**src/rtl/life_pkg.sv**
```systemverilog
// life_pkg: command/state encodings and the B3/S23 next-state rule shared by the life grid.
package life_pkg;

    typedef enum logic [1:0] {
        CMD_CLEAR = 2'd0,
        CMD_WRITE = 2'd1,
        CMD_RUN   = 2'd2,
        CMD_HALT  = 2'd3
    } life_cmd_t;

    typedef enum logic [1:0] {
        ST_IDLE = 2'd0,
        ST_RUN  = 2'd1,
        ST_DONE = 2'd2
    } life_state_t;

    localparam int NBR_W = 4;

    function automatic logic life_next(input logic alive, input logic [NBR_W-1:0] nbrs);
        return (nbrs == NBR_W'(3)) || (alive && nbrs == NBR_W'(2));
    endfunction

endpackage

```
**src/rtl/life_grid_if.sv**
```systemverilog
// life_grid_if: host command port of the life grid (valid/ready handshake plus operands).
interface life_grid_if #(
    parameter int XW    = 4,
    parameter int YW    = 4,
    parameter int GEN_W = 16
);
    import life_pkg::*;

    logic             cmd_valid;
    logic             cmd_ready;
    life_cmd_t        cmd;
    logic [XW-1:0]    wr_x;
    logic [YW-1:0]    wr_y;
    logic             wr_data;
    logic [GEN_W-1:0] run_gens;

    modport master (output cmd_valid, cmd, wr_x, wr_y, wr_data, run_gens, input cmd_ready);
    modport slave  (input cmd_valid, cmd, wr_x, wr_y, wr_data, run_gens, output cmd_ready);

endinterface

```
**src/rtl/life_cell.sv**
```systemverilog
// life_cell: one Life cell flop with clear, direct write and generation step.
module life_cell
    import life_pkg::*;
(
    input  logic       clk,
    input  logic       reset,
    input  logic       clear,
    input  logic       wr_en,
    input  logic       wr_data,
    input  logic       step,
    input  logic [7:0] nbrs,
    output logic       state,
    output logic       changed
);

    logic [NBR_W-1:0] count;
    logic             next;

    always_comb begin
        count = '0;
        for (int i = 0; i < 8; i++) count = count + NBR_W'(nbrs[i]);
        next    = life_next(state, count);
        changed = next != state;
    end

    always_ff @(posedge clk) begin
        if (reset || clear) state <= 1'b0;
        else if (wr_en)     state <= wr_data;
        else if (step)      state <= next;
    end

endmodule

```
**src/rtl/life_grid.sv**
```systemverilog
// life_grid: NX x NY Conway B3/S23 engine with command port, run controller and registered read port.
module life_grid
    import life_pkg::*;
#(
    parameter  int NX    = 16,
    parameter  int NY    = 16,
    parameter  int WRAP  = 0,
    parameter  int GEN_W = 16,
    localparam int XW    = $clog2(NX),
    localparam int YW    = $clog2(NY)
) (
    input  logic             clk,
    input  logic             reset,
    life_grid_if.slave       bus,
    input  logic [XW-1:0]    rd_x,
    input  logic [YW-1:0]    rd_y,
    output logic             rd_data,
    output logic             busy,
    output logic             done,
    output logic [GEN_W-1:0] gen_count,
    output logic             any_alive,
    output logic             stable
);

    localparam logic [1:0] IDLE = ST_IDLE;
    localparam logic [1:0] RUN  = ST_RUN;
    localparam logic [1:0] DONE = ST_DONE;

    logic [1:0]              state;
    logic [GEN_W-1:0]        target;
    logic [GEN_W-1:0]        gen_next;
    logic [NY-1:0][NX-1:0]   cells;
    logic [NY-1:0][NX-1:0]   changed;
    logic accept, step, clear_all, wr_hit, halt, stable_next, run_end, rd_hit;

    assign bus.cmd_ready = state == IDLE || (state == RUN && bus.cmd == CMD_HALT);
    assign accept        = bus.cmd_valid && bus.cmd_ready;
    assign step          = state == RUN;
    assign clear_all     = accept && state == IDLE && bus.cmd == CMD_CLEAR;
    assign wr_hit        = accept && state == IDLE && bus.cmd == CMD_WRITE &&
                           {1'b0, bus.wr_x} < (XW+1)'(NX) && {1'b0, bus.wr_y} < (YW+1)'(NY);
    assign halt          = accept && step;
    assign gen_next      = &gen_count ? gen_count : gen_count + 1'b1;
    assign stable_next   = ~|changed;
    assign run_end       = (|target && gen_next == target) || stable_next || halt;
    assign rd_hit        = {1'b0, rd_x} < (XW+1)'(NX) && {1'b0, rd_y} < (YW+1)'(NY);
    assign busy          = step;
    assign done          = state == DONE;

    for (genvar y = 0; y < NY; y++) begin : g_row
        for (genvar x = 0; x < NX; x++) begin : g_col
            logic [7:0] nbrs;
            for (genvar k = 0; k < 8; k++) begin : g_nbr
                // k walks the 3x3 window row-major, skipping the centre
                localparam int D  = k < 4 ? k : k + 1;
                localparam int CX = WRAP != 0 ? (x + D % 3 - 1 + NX) % NX : x + D % 3 - 1;
                localparam int CY = WRAP != 0 ? (y + D / 3 - 1 + NY) % NY : y + D / 3 - 1;
                if (CX >= 0 && CX < NX && CY >= 0 && CY < NY) begin : g_on
                    assign nbrs[k] = cells[CY][CX];
                end else begin : g_off
                    assign nbrs[k] = 1'b0;
                end
            end
            life_cell u_cell (
                .clk,
                .reset,
                .clear   (clear_all),
                .wr_en   (wr_hit && bus.wr_x == XW'(x) && bus.wr_y == YW'(y)),
                .wr_data (bus.wr_data),
                .step,
                .nbrs,
                .state   (cells[y][x]),
                .changed (changed[y][x])
            );
        end
    end

    always_ff @(posedge clk) begin
        if (reset) begin
            state     <= IDLE;
            target    <= '0;
            gen_count <= '0;
            stable    <= 1'b0;
            rd_data   <= 1'b0;
            any_alive <= 1'b0;
        end else begin
            rd_data   <= rd_hit && cells[rd_y][rd_x];
            any_alive <= |cells;
            if (state == IDLE && accept) begin
                if (bus.cmd != CMD_HALT) stable <= 1'b0;
                if (bus.cmd == CMD_CLEAR || bus.cmd == CMD_RUN) gen_count <= '0;
                if (bus.cmd == CMD_RUN) begin
                    target <= bus.run_gens;
                    state  <= RUN;
                end
            end else if (state == RUN) begin
                gen_count <= gen_next;
                stable    <= stable_next;
                if (run_end) state <= DONE;
            end else if (state == DONE) begin
                state <= IDLE;
            end
        end
    end

endmodule

```
**src/flat_wrapper.sv**
```systemverilog
// flat-port wrapper written by rule: the top's interface ports become plain ports
module life_grid_flat import life_pkg::*;
#(
    parameter  int NX    = 16,
    parameter  int NY    = 16,
    parameter  int WRAP  = 0,
    parameter  int GEN_W = 16,
    localparam int XW    = $clog2(NX),
    localparam int YW    = $clog2(NY)
)
  (clk, reset, rd_x, rd_y, rd_data, busy, done, gen_count, any_alive, stable, bus_cmd_valid, bus_cmd, bus_wr_x, bus_wr_y, bus_wr_data, bus_run_gens, bus_cmd_ready);
  life_grid_if #(.XW(4), .YW(4), .GEN_W(GEN_W)) bus_i ();
  input  logic clk;
  input  logic reset;
  input  logic [XW-1:0] rd_x;
  input  logic [YW-1:0] rd_y;
  output logic rd_data;
  output logic busy;
  output logic done;
  output logic [GEN_W-1:0] gen_count;
  output logic any_alive;
  output logic stable;
  input wire logic [$bits(bus_i.cmd_valid)-1:0] bus_cmd_valid;
  input wire logic [$bits(bus_i.cmd)-1:0] bus_cmd;
  input wire logic [$bits(bus_i.wr_x)-1:0] bus_wr_x;
  input wire logic [$bits(bus_i.wr_y)-1:0] bus_wr_y;
  input wire logic [$bits(bus_i.wr_data)-1:0] bus_wr_data;
  input wire logic [$bits(bus_i.run_gens)-1:0] bus_run_gens;
  output wire logic [$bits(bus_i.cmd_ready)-1:0] bus_cmd_ready;
  assign bus_i.cmd_valid = bus_cmd_valid;
  assign bus_i.cmd = bus_cmd;
  assign bus_i.wr_x = bus_wr_x;
  assign bus_i.wr_y = bus_wr_y;
  assign bus_i.wr_data = bus_wr_data;
  assign bus_i.run_gens = bus_run_gens;
  assign bus_cmd_ready = bus_i.cmd_ready;
  life_grid #(.NX(NX), .NY(NY), .WRAP(WRAP), .GEN_W(GEN_W)) u_core (.clk(clk), .reset(reset), .bus(bus_i), .rd_x(rd_x), .rd_y(rd_y), .rd_data(rd_data), .busy(busy), .done(done), .gen_count(gen_count), .any_alive(any_alive), .stable(stable));
endmodule
```
**config.mk**
```make
export PLATFORM = sky130hd
export DESIGN_NAME = life_grid_flat
export DESIGN_NICKNAME = d
export VERILOG_FILES = /design/src/rtl/life_pkg.sv /design/src/rtl/life_grid_if.sv /design/src/rtl/life_cell.sv /design/src/rtl/life_grid.sv /design/src/flat_wrapper.sv
export SDC_FILE = /design/constraint.sdc
export NUM_CORES = 2
export LEC_CHECK = 0
export BUFFER_PORTS_ARGS = -buffer_cell sky130_fd_sc_hd__buf_2
export CORE_UTILIZATION = 40
export CTS_CLUSTER_DIAMETER = 50
export DETAILED_ROUTE_END_ITERATION = 16
export HOLD_SLACK_MARGIN = 0.02
export MAX_ROUTING_LAYER = met4
export PLACE_DENSITY_LB_ADDON = 0.2
export REMOVE_ABC_BUFFERS = 1
export SLEW_MARGIN = 10
export SYNTH_ARGS = -nofsm -noshare
export SYNTH_HDL_FRONTEND = slang
export SYNTH_SLANG_ARGS = --single-unit
export TNS_END_PERCENT = 5
```
**constraint.sdc**
```tcl
create_clock -name clk -period 6.9 [get_ports clk]
set_input_delay 0.69 -clock clk [delete_from_list [all_inputs] [get_ports clk]]
set_output_delay 0.69 -clock clk [all_outputs]
set_load 0.005 [all_outputs]
```
# --- After elaboration in Yosys (flattened, before gate mapping) ---
# Index checks and enable logic that the tools add are counted.
op_classes:
  eq_ne: 809
  addsub: 1590
  reduce_logical: 1067
  div: 0
  multipliers: 0
  bitwise: 0
  muxes: 528
  order_cmp: 2
  shifts: 0
op_table:
  columns: ["cell", "count"]
  rows:
  - ["adder 4 x 1 -> 4 bit", 870]
  - ["equality test 4 x 2 -> 1 bit (second input constant)", 508]
  - ["adder 3 x 1 -> 4 bit", 237]
  - ["adder 2 x 1 -> 3 bit", 241]
  - ["logical AND 1 bit", 535]
  - ["2-to-1 mux 1 bit", 516]
  - ["nonzero test 2 bit", 257]
  - ["OR reduction 256 bit", 2]
  - ["adder 1 x 1 -> 2 bit", 241]
  - ["logical OR 1 bit", 261]
  - ["inequality test 1 bit", 256]
  - ["2-to-1 mux 16 bit", 5]
  - ["binary-select mux 16 bit (select 4 bit)", 1]
  - ["equality test 4 bit (second input constant)", 16]
  - ["equality test 4 x 3 -> 1 bit (second input constant)", 8]
  - ["equality test 3 x 2 -> 1 bit (second input constant)", 8]
  - ["adder 16 x 1 -> 16 bit (second input constant)", 1]
  - ["equality test 16 bit", 1]
  - ["AND reduction 16 bit", 1]
  - ["OR reduction 16 bit", 1]
  - ["less-than comparator 4 x 5 -> 1 bit (second input constant)", 2]
  - ["2-to-1 mux 2 bit", 5]
  - ["equality test 4 x 1 -> 1 bit (second input constant)", 2]
  - ["logical NOT 4 bit", 2]
  - ["other kinds (10)", 19]
word_totals:
  input_bits: 38
  mem_count: 0
  latch_bits: 0
  wordCells: 4258
  register_bits: 293
  mem_bits_ro: 0
  out_inout_bits: 22
  ram_bits: 0

# --- Depth between registers and ports, before layout ---
logic_depth:
  depth_word: 18
  mapped_depth: 18
  mapped_depth_nobuf: 18

# --- Cells and area by module ---
# Synthesis repeated with hierarchy kept, for this count alone.
unflattened:
  cells_unflattened: 8842
  hier_area_um2: 71967.8
modules_own_cells:
  columns: ["module", "area_each_um2", "seq_area_each_um2", "cells_each", "instances"]
  rows:
  - ["life_cell (u_core.g_row[0].g_col[0].u_cell ...)", 257.7, 20.0, 31, 178]
  - ["life_cell (u_core.g_row[2].g_col[9].u_cell ...)", 250.2, 20.0, 31, 77]
  - ["life_grid", 6546.3, 740.7, 906, 1]
  - ["life_cell (u_core.g_row[9].g_col[7].u_cell)", 274.0, 20.0, 31, 1]

# --- Worst setup path after synthesis ---
# No wires, ideal clock.
synth_timing:
  path_type: "reg-to-reg"
  start: "register u_core.g_row[6].g_col[7].u_cell.state"
  end: "register u_core.stable"
  n_path_buf: 0
  setup_time_ps: 58
  period_less_slack_ps: 4959
  stages_incl_launch_ff: 17
  slack_ps: 1941
  arrival_ps: 4901
  t_required_ps: 6842
  cell_sequence: "dfxtp_1 > inv_1 > fa_1 > fa_1 > fa_1 > inv_1 > ha_1 > fa_1 > nand2_1 > nor4_1 > or4_1 > nor4_1 > nand3_1 > or4_1 > nor4_1 > and4_1 > a31o_2"
synth_via:
  elab_chain_cells: 15
  word_cells_on_any_way: 82
  classes_between: "add/sub: 35; eq/ne: 25; mux: 2; reduce/logical: 20"
synth_rtl:
  columns: ["item", "line_no", "rtl"]
  rows:
  - ["start, declared", "life_cell.sv:12", "output logic state,"]
  - ["start signal, assigned", "life_cell.sv:28", "else if (wr_en) state <= wr_data;"]
  - ["start signal, assigned", "life_cell.sv:29", "else if (step) state <= next;"]
  - ["adder 1 x 1 -> 2 bit", "life_cell.sv:21", "for (int i = 0; i < 8; i++) count = count + NBR_W'(nbrs[i]);"]
  - ["adder 2 x 1 -> 3 bit", "life_cell.sv:21", null]
  - ["adder 3 x 1 -> 4 bit", "life_cell.sv:21", null]
  - ["adder 4 x 1 -> 4 bit (4 in series)", "life_cell.sv:21", null]
  - ["equality test 4 x 2 -> 1 bit", "life_pkg.sv:20", "return (nbrs == NBR_W'(3)) || (alive && nbrs == NBR_W'(2));"]
  - ["logical AND 1 bit", "life_pkg.sv:20", null]
  - ["logical OR 1 bit", "life_pkg.sv:20", null]
  - ["inequality test 1 bit", "life_cell.sv:23", "changed = next != state;"]
  - ["OR reduction 256 bit (*)", "life_grid.sv:44", "assign stable_next = ~|changed;"]
  - ["logical NOT 1 bit (*)", "life_grid.sv:44", null]
  - ["2-to-1 mux 1 bit (*)", "life_grid.sv:96", "end else if (state == RUN) begin"]
  - ["2-to-1 mux 1 bit (*)", "life_grid.sv:89", "if (state == IDLE && accept) begin"]
  - ["end signal, assigned", "life_grid.sv:98", "stable <= stable_next;"]
  - ["end, declared", "life_grid.sv:22", "output logic stable"]
# Mark *: on every way between the ends. The rest lies on a longest branch, timed or not. The select of a mux whose other input is x is not followed.
# A chain may end at the register's enable or synchronous reset.

# --- Worst setup path after layout ---
layout_timing:
  start: "register u_core.g_row[6].g_col[9].u_cell.state"
  end: "register u_core.state[0]"
layout_via:
  elab_chain_cells: 17
  word_cells_on_any_way: 84
  classes_between: "add/sub: 35; eq/ne: 26; reduce/logical: 23"
layout_rtl:
  columns: ["item", "line_no", "rtl"]
  rows:
  - ["start, declared", "life_cell.sv:12", null]
  - ["start signal, assigned", "life_cell.sv:28", null]
  - ["start signal, assigned", "life_cell.sv:29", null]
  - ["adder 1 x 1 -> 2 bit", "life_cell.sv:21", null]
  - ["adder 2 x 1 -> 3 bit", "life_cell.sv:21", null]
  - ["adder 3 x 1 -> 4 bit", "life_cell.sv:21", null]
  - ["adder 4 x 1 -> 4 bit (4 in series)", "life_cell.sv:21", null]
  - ["equality test 4 x 2 -> 1 bit", "life_pkg.sv:20", null]
  - ["logical AND 1 bit", "life_pkg.sv:20", null]
  - ["logical OR 1 bit", "life_pkg.sv:20", null]
  - ["inequality test 1 bit", "life_cell.sv:23", null]
  - ["OR reduction 256 bit (*)", "life_grid.sv:44", null]
  - ["logical NOT 1 bit (*)", "life_grid.sv:44", null]
  - ["logical OR 1 bit (*) (2 in series)", "life_grid.sv:45", "assign run_end = (|target && gen_next == target) || stable_next || halt;"]
  - ["inequality test 3 bit (no source line) (*)", null, null]
  - ["AND reduction 3 bit (no source line) (*)", null, null]
  - ["end signal, assigned", "life_grid.sv:80", "state <= IDLE;"]
  - ["end signal, assigned", "life_grid.sv:94", "state <= RUN;"]
  - ["end signal, assigned", "life_grid.sv:99", "if (run_end) state <= DONE;"]
  - ["end, declared", "life_grid.sv:29", "logic [1:0] state;"]
# Mark *: on every way between the ends. The rest lies on a longest branch, timed or not.

==> impl_metrics.prom <==
# TYPE chip_impl_metric gauge
chip_impl_metric{name="leakage",unit="nW"} 34.31
chip_impl_info{name="timing.critical_path.mode_cell",value="sky130_fd_sc_hd__fa_1"} 1
chip_impl_metric{name="timing.final.max_slew_violations",unit=""} 0
chip_impl_metric{name="ys_warn_count",unit=""} 0
chip_impl_metric{name="timing.final.crit_period",unit="ns"} 6.860
chip_impl_metric{name="post-route-util",unit=""} 0.4690
chip_impl_metric{name="drt_first_iter_violations",unit=""} 9495
chip_impl_metric{name="synth.yosys.seq_area_share",unit=""} 0.09835
chip_impl_metric{name="worstMarginPinSlew",unit="ns"} 1.434
chip_impl_metric{name="clock_transition_time_at_the_flip_flop_clock_pins_of_the_worst_setup_and_hold_paths",unit="ns"} 0.05
chip_impl_info{name="leading_cell_type_in_the_layout_fill_and_taps_excluded",value="sky130_fd_sc_hd__inv_1"} 1
chip_impl_metric{name="vdd_drop_max",unit="uV"} 172.5
chip_impl_metric{name="ctsLongestPathBuffers",unit=""} 3
chip_impl_metric{name="timing.max_slew.rel_slack",unit=""} 0.03514
chip_impl_metric{name="place.gp.congestion",unit=""} 1.211
chip_impl_info{name="cp_cell_sequence",value="inv_1 > fa_1 > fa_1 > fa_1 > inv_1 > ha_1 > fa_1 > nand2_1 > a211oi_1 > o21ai_0 > a2111oi_1 > clkdlybuf4s18_2 > and3_1 > nand4_1 > nor4_1 > buf_4 > and4_1 > buf_12 > o41ai_1"} 1
chip_impl_metric{name="crit_path_max_incr_delay",unit="ns"} 0.98
chip_impl_metric{name="synth-edff-count",unit=""} 0
chip_impl_info{name="synth.largest_area_cell",value="sky130_fd_sc_hd__fa_1"} 1
chip_impl_metric{name="cellPowerDensity",unit="nW/um^2"} 104.2
chip_impl_metric{name="cell_area_synth",unit="sq um"} 59640
chip_impl_metric{name="drt-vias-per-instance",unit=""} 6.496
chip_impl_info{name="layout.cells.most_common_list",value="1224 x sky130_fd_sc_hd__inv_1, 900 x sky130_fd_sc_hd__fa_1, 863 x sky130_fd_sc_hd__a21oi_1"} 1
chip_impl_info{name="timing.critical_path.slowest_stage_cell",value="sky130_fd_sc_hd__a211oi_1"} 1
chip_impl_metric{name="dpl.hpwl",unit="mm"} 296.2
chip_impl_metric{name="synth_async_sr_flop_share",unit=""} 0
chip_impl_metric{name="grt_start_max_net_pins",unit=""} 160
chip_impl_metric{name="clock-sinks",unit=""} 293
chip_impl_metric{name="timing.clock.skew",unit="ns"} 0.02798
chip_impl_metric{name="timing.final.setup_violations",unit=""} 0
chip_impl_metric{name="die_h",unit="microns"} 388.1
chip_impl_metric{name="crit_path_max_fanout",unit=""} 8
chip_impl_metric{name="number_of_maximum_capacitance_violations",unit=""} 0
chip_impl_metric{name="critical_path.n_buffers_inverters",unit=""} 5
chip_impl_metric{name="layout_cells_sized_above_1",unit=""} 0.1252
chip_impl_metric{name="count_of_buffers_inserted_at_the_top_level_ports",unit=""} 59
chip_impl_metric{name="clock_insertion_delay_worst_skew",unit="ns"} 0.74
chip_impl_metric{name="num_rows",unit=""} 141
chip_impl_metric{name="postCtsSetupBuffers",unit=""} 0
chip_impl_metric{name="first_pass_iters",unit=""} 9
chip_impl_info{name="cpLargestDelayFamily",value="adder cells"} 1
chip_impl_metric{name="track_usage",unit=""} 0.4923
chip_impl_metric{name="floorplan.initialDensity",unit=""} 0.4034
chip_impl_metric{name="post_cts_resize_count",unit=""} 0
chip_impl_info{name="dominantRegCellSynth",value="sky130_fd_sc_hd__dfxtp_1"} 1
chip_impl_metric{name="postSynthCellCount",unit=""} 6742
chip_impl_metric{name="fp.dieArea",unit="sq um"} 150600
chip_impl_metric{name="pin_count",unit=""} 60
chip_impl_metric{name="wire_length_of_the_first_global_routing_pass",unit="mm"} 487.9
chip_impl_metric{name="synth_seq_cells",unit=""} 293
chip_impl_metric{name="core_area",unit="sq um"} 147800
chip_impl_metric{name="post-route-period-util",unit=""} 0.9942
chip_impl_metric{name="worstPathArrival",unit="ns"} 7.44
chip_impl_metric{name="placedInstanceArea",unit="sq um"} 65660
chip_impl_info{name="min-delay-path-class",value="primary input to flop"} 1
chip_impl_info{name="outcome",value="complete, no violations"} 1
chip_impl_metric{name="route.vias.total",unit=""} 60027
chip_impl_metric{name="synthDominantCellAreaShare",unit=""} 0.3021
chip_impl_metric{name="power.total",unit="W"} 0.007223
chip_impl_metric{name="placedCellCount",unit=""} 9002
chip_impl_metric{name="fmax",unit="MHz"} 145.8
chip_impl_metric{name="detail-route-antenna-nets",unit=""} 0
chip_impl_info{name="critPathKind",value="flop to flop"} 1
chip_impl_metric{name="timing.final.hold_violations",unit=""} 0
chip_impl_metric{name="cts_inserted_buffers",unit=""} 92
chip_impl_info{name="cts_tree",value="built"} 1
chip_impl_metric{name="cts-hold-fix-buffers",unit=""} 0
chip_impl_metric{name="worst-endpoint-required",unit="ns"} 7.48
chip_impl_metric{name="route.detailed.drc",unit=""} 0
chip_impl_metric{name="grt_overflow",unit=""} 0
chip_impl_info{name="critPathCaptureType",value="flop"} 1
chip_impl_metric{name="h_tree_depth",unit=""} 3
chip_impl_info{name="grt_setup_unrepaired",value="false"} 1
chip_impl_metric{name="number_of_antenna_violations_at_the_first_check_in_global_routing",unit=""} 74
chip_impl_metric{name="wirelength",unit="mm"} 364.0
chip_impl_metric{name="synth_area_per_inst",unit="sq um"} 8.846
chip_impl_metric{name="postLayoutCellArea",unit="sq um"} 69330
chip_impl_info{name="cts_root_buffer",value="sky130_fd_sc_hd__clkbuf_16"} 1
chip_impl_metric{name="nets",unit=""} 8872
chip_impl_info{name="start_kind",value="flop"} 1
chip_impl_metric{name="detail_route.wl_per_cell",unit="microns"} 39.39
chip_impl_metric{name="post_synth_num_cell_types",unit=""} 84
chip_impl_metric{name="first_global_vias",unit=""} 56082
chip_impl_metric{name="layout-area-overhead-vs-synth",unit="%"} 16.25
chip_impl_info{name="synthTopCellsByArea",value="sky130_fd_sc_hd__fa_1 30%, sky130_fd_sc_hd__ha_1 16%, sky130_fd_sc_hd__dfxtp_1 9.8%"} 1
chip_impl_metric{name="final_cell_count_no_fill",unit=""} 9240
chip_impl_metric{name="fp.dieW",unit="microns"} 388.1
-- state kept, by name (all words and copies together) (netlist names) --
| name | cells |
|---|---|
| u_core.rd_data | 1 |
| u_core.g_row.g_col.u_cell.state | 256 |
| u_core.state | 2 |
| u_core.target | 16 |
| u_core.any_alive | 1 |
| u_core.gen_count | 16 |
| u_core.stable | 1 |
-- cell families after synthesis --
group | after synthesis | synth area share
flip-flops | 293 | 0.09835
XOR/XNOR | 23 | 0.003378
buffers and inverters | 1453 | 0.09201
adder cells (fa/ha/maj) | 1668 | 0.4632
multiplexers | 142 | 0.04156
AO/OA/AOI/OAI | 1607 | 0.1595
AND/OR/NAND/NOR | 1556 | 0.1420
-- area by class of cell --
| cell class | instances | area (sq um) |
|---|---|---|
| fill | 14437 | 78510 |
| multi-input combinational | 4996 | 48620 |
| sequential | 293 | 5866 |
| inverter | 1227 | 4616 |
| timing repair buffer | 556 | 4153 |
| clock buffer | 116 | 2562 |
| tap | 1930 | 2415 |
| clock inverter | 57 | 938.4 |
| antenna | 65 | 162.7 |
-- metrics by stage --
step / hold slack [ns] / setup WS (ns) / setup TNS [ns]
2_1_floorplan: 0.4435 / -4.214 / -1019.31
3_3_place_gp: 0.4693 / -0.6411 / -1.891
3_5_place_dp: 0.4768 / 0.2716 / 0
4_1_cts: 0.1247 / 0.2494 / 0
5_1_grt: 0.1639 / 0.1116 / 0
6_report: 0.1587 / 0.04001 / 0
-- metal layers --
| metal | part of all wire | global-route usage | vias up |
|---|---|---|---|
| met5 | 0 | - | - |
| met1 | 0.38 | 0.6128 | 30278 |
| met2 | 0.40 | 0.6671 | 4418 |
| met3 | 0.13 | 0.1504 | 1073 |
| met4 | 0.092 | 0.3638 | 0 |
| li1 | - | - | 24258 |
-- cell usage after synthesis, types with 35 or more instances --
| master | instances |
|---|---|
| sky130_fd_sc_hd__a211oi_1 | 53 |
| sky130_fd_sc_hd__a21oi_1 | 863 |
| sky130_fd_sc_hd__a22oi_1 | 50 |
| sky130_fd_sc_hd__a311oi_1 | 110 |
| sky130_fd_sc_hd__a31oi_1 | 36 |
| sky130_fd_sc_hd__and3_1 | 88 |
| sky130_fd_sc_hd__and4b_1 | 35 |
| sky130_fd_sc_hd__clkbuf_1 | 202 |
| sky130_fd_sc_hd__dfxtp_1 | 293 |
| sky130_fd_sc_hd__fa_1 | 900 |
| sky130_fd_sc_hd__ha_1 | 768 |
| sky130_fd_sc_hd__inv_1 | 1225 |
| sky130_fd_sc_hd__mux2i_1 | 53 |
| sky130_fd_sc_hd__mux4_2 | 84 |
| sky130_fd_sc_hd__nand2_1 | 308 |
| sky130_fd_sc_hd__nand2b_1 | 85 |
| sky130_fd_sc_hd__nand3_1 | 182 |
| sky130_fd_sc_hd__nand3b_1 | 43 |
| sky130_fd_sc_hd__nand4_1 | 104 |
| sky130_fd_sc_hd__nor2_1 | 296 |
| sky130_fd_sc_hd__nor2b_1 | 75 |
| sky130_fd_sc_hd__nor3_1 | 66 |
| sky130_fd_sc_hd__nor3b_1 | 72 |
| sky130_fd_sc_hd__nor4_1 | 68 |
| sky130_fd_sc_hd__o21ai_0 | 281 |
-- power by group --
part / internal (W) / switching, W / total (W)
Combinational: 0.0000934 / 0.000365 / 0.000459
Sequential: 0.00170 / 0.00000827 / 0.00171
Clock: 0.00344 / 0.00161 / 0.00505
Total: 0.00524 / 0.00198 / 0.00722
-- path summary, 6_finish.rpt --
check	startpoint	end	slack [ns]	cells after the start
hold reg to reg	u_core.target[7]	u_core.target[7]	0.48	2
setup reg to reg	u_core.g_row[6].g_col[9].u_cell.state	u_core.state[0]	0.04	19
setup / recovery	u_core.g_row[6].g_col[9].u_cell.state	u_core.state[0]	0.04	19
hold / removal	rd_x[1]	u_core.rd_data	0.16	2
Note: power is estimated with default switching activity, not from simulation.
